File: src/rtl/commit_marker_tracker.sv
// Phase-marker tracker on the ROB commit ports: decodes slti x0,x0,imm markers per lane,
// tracks open/closed phases with start stamps, and serializes events through a FWFT FIFO.

module commit_marker_decode (
  input  logic        valid,
  input  logic [31:0] inst,
  output logic        is_marker,
  output logic [3:0]  code
);
  // slti x0,x0,imm with imm[11:4]==0 and imm[3:0] in 0..13
  assign is_marker = valid && (inst[31:24] == 8'h00) && (inst[19:0] == 20'h02013)
                     && (inst[23:20] <= 4'd13);
  assign code      = inst[23:20];
endmodule

module commit_marker_tracker #(
  parameter int LANES      = 2,
  parameter int FIFO_DEPTH = 8,
  parameter int CNT_W      = 32
) (
  input  logic                  clock,
  input  logic                  reset,
  input  logic [LANES-1:0]      commit_valid,
  input  logic [32*LANES-1:0]   commit_inst,
  output logic                  out_valid,
  input  logic                  out_ready,
  output logic [3:0]            out_code,
  output logic [CNT_W-1:0]      out_cycle,
  output logic [CNT_W-1:0]      out_duration,
  output logic [6:0]            phase_active,
  output logic                  overflow,
  output logic                  proto_err
);
  localparam int PW = $clog2(FIFO_DEPTH);
  localparam int CW = PW + 1;

  typedef struct packed {
    logic [3:0]       code;
    logic [CNT_W-1:0] cycle;
    logic [CNT_W-1:0] dur;
  } evt_t;

  logic [CNT_W-1:0] cnt_q;

  logic [LANES-1:0]      mk;
  logic [LANES-1:0][3:0] code;

  for (genvar g = 0; g < LANES; g++) begin : g_lane
    commit_marker_decode u_dec (
      .valid     (commit_valid[g]),
      .inst      (commit_inst[32*g +: 32]),
      .is_marker (mk[g]),
      .code      (code[g])
    );
  end

  // Phase state, chained through the lanes so same-cycle START/END pairs resolve in order.
  logic [6:0]                   act_q, act_d;
  logic [6:0][CNT_W-1:0]        start_q, start_d;
  logic [LANES-1:0][CNT_W-1:0]  dur;
  logic                         perr_d;
  logic [2:0]                   ph;

  always_comb begin
    act_d   = act_q;
    start_d = start_q;
    dur     = '0;
    perr_d  = 1'b0;
    ph      = '0;
    for (int i = 0; i < LANES; i++) begin
      if (mk[i]) begin
        ph = code[i][3:1];
        if (!code[i][0]) begin
          if (act_d[ph]) perr_d = 1'b1;
          act_d[ph]   = 1'b1;
          start_d[ph] = cnt_q;
        end else if (act_d[ph]) begin
          dur[i]    = cnt_q - start_d[ph];
          act_d[ph] = 1'b0;
        end else begin
          perr_d = 1'b1;
        end
      end
    end
  end

  // FIFO push selection: free space uses the count at cycle start, pops are not credited.
  logic [PW-1:0]             wr_q, rd_q;
  logic [CW-1:0]             count_q, free, n_mk, n_push;
  logic [LANES-1:0][CW-1:0]  rank;
  logic [LANES-1:0]          push_en;
  logic                      drop, pop;

  always_comb begin
    free    = CW'(FIFO_DEPTH) - count_q;
    n_mk    = '0;
    n_push  = '0;
    rank    = '0;
    push_en = '0;
    for (int i = 0; i < LANES; i++) begin
      rank[i]    = n_mk;
      push_en[i] = mk[i] && (n_mk < free);
      if (mk[i])      n_mk   = n_mk + CW'(1);
      if (push_en[i]) n_push = n_push + CW'(1);
    end
    drop = |(mk & ~push_en);
  end

  assign out_valid = (count_q != '0);
  assign pop       = out_valid && out_ready;

  evt_t mem [FIFO_DEPTH];
  evt_t head;

  always_ff @(posedge clock) begin
    for (int i = 0; i < LANES; i++)
      if (!reset && push_en[i])
        mem[wr_q + rank[i][PW-1:0]] <= '{code: code[i], cycle: cnt_q, dur: dur[i]};
  end

  always_ff @(posedge clock) begin
    if (reset) begin
      cnt_q     <= '0;
      act_q     <= '0;
      start_q   <= '0;
      wr_q      <= '0;
      rd_q      <= '0;
      count_q   <= '0;
      overflow  <= 1'b0;
      proto_err <= 1'b0;
    end else begin
      cnt_q   <= cnt_q + CNT_W'(1);
      act_q   <= act_d;
      start_q <= start_d;
      wr_q    <= wr_q + n_push[PW-1:0];
      if (pop) rd_q <= rd_q + PW'(1);
      count_q <= count_q + n_push - CW'(pop);
      if (drop)   overflow  <= 1'b1;
      if (perr_d) proto_err <= 1'b1;
    end
  end

  assign head         = mem[rd_q];
  assign out_code     = out_valid ? head.code  : '0;
  assign out_cycle    = out_valid ? head.cycle : '0;
  assign out_duration = out_valid ? head.dur   : '0;
  assign phase_active = act_q;

endmodule
File: config.mk
export PLATFORM = sky130hd
export DESIGN_NAME = commit_marker_tracker
export DESIGN_NICKNAME = d
export VERILOG_FILES = /design/src/rtl/commit_marker_tracker.sv
export SDC_FILE = /design/constraint.sdc
export NUM_CORES = 2
export LEC_CHECK = 0
export ABC_AREA = 1
export CAP_MARGIN = 40
export CELL_PAD_IN_SITES_DETAIL_PLACEMENT = 0
export CELL_PAD_IN_SITES_GLOBAL_PLACEMENT = 1
export CORE_MARGIN = 2
export CORE_UTILIZATION = 45
export DETAILED_ROUTE_END_ITERATION = 16
export GPL_TIMING_DRIVEN = 1
export HOLD_SLACK_MARGIN = 0.1
export PLACE_DENSITY = 0.77
export SLEW_MARGIN = 15
export SYNTH_ARGS = -nofsm -noshare
export SYNTH_HDL_FRONTEND = slang
export SYNTH_SLANG_ARGS = --single-unit
File: constraint.sdc
create_clock -name clock -period 23.5 [get_ports clock]
set_clock_uncertainty 0.15 [all_clocks]
set_input_delay 7.05 -clock clock [delete_from_list [all_inputs] [get_ports clock]]
set_output_delay 7.05 -clock clock [all_outputs]
set_load 0.02 [all_outputs]
==> impl_metrics.py <==
metrics = {
    "synth": {
        "synth_area_um2": 44700,
        "synth_cell_types": 57,
        "synth-simple-area-share_pct": 19.3,
        "yosys_warnings": 0,
        "async_flop_share_pct": 0,
        "synth_top_family_by_area": "compound AO/OA/AOI/OAI gates",
        "synth_nets": 5736,
        "synth_edf_count": 544,
        "ys_seq_elements": 822,
        "syn_inst": 5586,
        "synth_top_flop_cell": "edfxtp_1",
        "synth_compound_area_share_pct": 21.6,
        "postSynthAreaPerCell_um2": 8.01,
        "ys_seq_area_share_pct": 48.9,
        "yosysMostFrequentCell": "nand2_1",
        "synth_top_area_cell": "edfxtp_1",
        "synth_fa_ha_area_share_pct": 2.33,
        "synth_area_leaders": "edfxtp_1 37%, dfxtp_1 12%, o21ai_0 10%, nand2_1 8.9%, nor2_1 5.5%",
        "yosys-top-cells-count": "1066 x nand2_1, 899 x o21ai_0, 654 x nor2_1",
        "synthXorXnorAreaFrac_pct": 0.431,
        "synth_top_area_share_pct": 36.5,
        "synthMuxAreaShare_pct": 0.0671,
    },
    "place": {
        "port_buffers": 146,
        "dp_hpwl_um": 101000,
        "place_congestion": 0.924,
    },
    "timing": {
        "fin_crit_sh_pct": 54.2,
        "hold_viol": 0,
        "worst_pin_slew_ps": 992,
        "tns_ps": 0,
        "drv_slew": 0,
        "max_freq_mhz": 78.5,
        "rsz0062_at_grt": "no",
        "setup_viol": 0,
        "fin_crit_ps": 12740,
        "timing.slew.headroom_pct": 32.1,
    },
    "worst_setup_path": {
        "cp.required_ps": 23790,
        "crit_chain": "clkdlybuf4s50_1, nand3_2, and3_1, nor3b_2, nand2_2, buf_4, nor2_2, buf_4, o21ai_0, nand2_1, o21ai_0, nor3_1, ha_1, a21oi_1, o21ai_0, nand2_1, a21oi_1, a2111oi_0, buf_1, nand3_1, nand4_1, nand2_1",
        "cp_slowest_stage_delay_ps": 610,
        "path_class": "in -> reg",
        "cpMaxStageDelayCell": "clkdlybuf4s50_1",
        "reg2reg_depth": 16,
        "crit_path_end_kind": "flip-flop",
        "cp.arrival_ps": 13030,
        "reg2reg_from": "cnt_q[15]$_SDFF_PP0_",
        "rr_endpoint": "mem[2][30]$_DFFE_PP_",
        "startpoint_type": "primary input",
        "startpoint": "commit_inst[21]",
        "path_max_fanout": 34,
        "crit_end": "mem[2][30]$_DFFE_PP_",
        "rrSetupSlack_ps": 18810,
    },
    "global_routing": {
        "gr-usage-all-layers_pct": 31.5,
        "grt.overflow.total": 0,
        "grt_pass1_wl_um": 242000,
        "antenna_found_initial": 5,
        "grt_pass1_vias": 37800,
        "met3_usage_pct": 4.01,
        "met1_usage_pct": 45.1,
        "grt.busiest_layer": "met2",
        "grt_max_degree": 152,
        "use_met2_pct": 49.8,
    },
    "layout": {
        "areaGrowthSynthToFinish_pct": 13.5,
        "antennaDiodeCount": 0,
        "drive_gt1_share_pct": 7.31,
        "final_nets": 5732,
        "nFillCells": 9413,
    },
    "routing": {
        "drc": 0,
        "drt_wl_total_um": 163000,
        "vias": 40700,
        "drtAntennaViolNets": 0,
        "viasPerCell": 5.86,
        "firstDrtPassIters": 6,
        "drt-initial-drc-count": 4765,
        "drt-wirelength-per-cell_um": 23.5,
    },
    "floorplan": {
        "io_pins": 147,
        "start_util_pct": 45.5,
        "die_w_um": 319,
        "fp.dieH_um": 319,
        "num_rows": 115,
        "fp.dieArea_um2": 102000,
        "core_region_area_um2": 98400,
    },
    "clock_tree": {
        "clock_sinks": 822,
        "clkLatencyLatePin_ps": 690,
        "cts_tree": "yes",
        "cts_resized": 0,
        "clkTransAtPathRegs_ps": 60,
        "cts_buffer_depth": 3,
        "htreeDepth": 3,
        "cts_setup_buffers": 0,
        "cts_hold_buf": 0,
        "cts_buffers": 93,
        "clockRootBuffer": "clkbuf_16",
    },
    "status": {
        "status": "complete, no violations",
    },
    "power": {
        "finalPower_mw": 3.99,
        "power.leakage_nw": 19.1,
        "peakVddDrop_mv": 0.0548,
        "power_density_nw_per_um2": 78.6,
    },
    "hold_path": {
        "min-delay-path-class": "reg -> reg",
    },
    "job": {
        "maxCapViolCount": 0,
    },
}
## final cells by class
class	count	area (um2)	share of cell area, %
clock buffer	128	2600	5.13
clock inverter	45	498	0.981
inverter	445	1680	3.31
multi-input combinational	3932	19700	38.8
sequential	822	21900	43.1
tap	1287	1610	3.17
timing repair buffer	288	2760	5.43
## through the flow
step / hold WS (ps) / setup WS (ps) / utilization [%] / instances / instance area [um2]
CTS: 311 / 11000 / 51.6 / 6946 / 50800
global route: 341 / 10410 / 51.6 / 6947 / 50800
floorplan: 283 / 9660 / - / 5586 / 44700
finish: 306 / 10760 / 51.6 / 6947 / 50800
global placement: 298 / 10000 / 48.0 / 6750 / 47300
detailed placement: 302 / 10300 / 48.4 / 6773 / 47700
## per-layer routing
metal / wire length (um) / up-vias
met2: 73200 / 1901
met4: 4400 / 0
met1: 70800 / 19300
li1: - / 19300
met3: 14800 / 257
met5: 0 / -
## critical path, delay by kind of cell
kind	cells	cell delay [ps]
adder cells (fa/ha/maj)	1	390
buffers and inverters	4	1440
AO/OA/AOI/OAI	6	1260
AND/OR/NAND/NOR	11	2850
## logic make-up (layout without fill, tap and decap cells)
family	after synthesis	after routing
buffers and inverters	832	906
multiplexers	3	3
flip-flops	822	822
AND/OR/NAND/NOR	2060	2060
adder cells (fa/ha/maj)	81	81
AO/OA/AOI/OAI	1766	1766
XOR/XNOR	22	22
## power breakdown
part           switching, mW  internal, mW
registers             0.0204          1.53
clock network          0.625         0.867
logic                  0.619         0.330
## worst min-delay path by stage
stage / start / to / depth (start not counted)
floorplan: rd_q[2]$_SDFFE_PP0P_ / flip-flop / 2
detailed placement: rd_q[2]$_SDFFE_PP0P_ / rd_q[2]$_SDFFE_PP0P_ / 2
global placement: rd_q[2]$_SDFFE_PP0P_ / rd_q[2]$_SDFFE_PP0P_ / 2
global route: rd_q[2]$_SDFFE_PP0P_ / flip-flop / 2
CTS: rd_q[2]$_SDFFE_PP0P_ / flip-flop / 2
finish: rd_q[2]$_SDFFE_PP0P_ / flip-flop / 2
## cells in the final DEF (no fill, tap or decap), types with 10 or more instances in the layout
master and n:
edfxtp_1 544, or2_2 17, o21ai_1 146, nand4_1 79
nand3_1 130, o21ai_2 24, buf_4 120, clkdlybuf4s50_1 145
clkinv_1 21, nand2_2 12, nand2_1 1064, o22ai_1 136
a211oi_1 63, nor3_1 38, clkbuf_1 21, xnor2_1 10
inv_2 10, inv_1 419, dfxtp_1 276, o211ai_1 13
nand3_4 14, a31oi_1 109, a21oi_1 290, o21ai_0 891
xor2_1 12, clkbuf_16 94, a22oi_1 10, clkbuf_8 12
o21bai_1 19, nor2_1 652, o21a_1 11, ha_1 77
a221oi_1 17, clkinv_2 16, nor2_2 14
## state kept, by name, summed over array words and instances, names as in the netlist, named ones only
register and cells:
mem 544, overflow 1, cnt_q 32, proto_err 1, phase_active 7, start_q 224
rd_q 3, count_q 4, wr_q 3
Note: power is estimated with default switching activity, not from simulation.
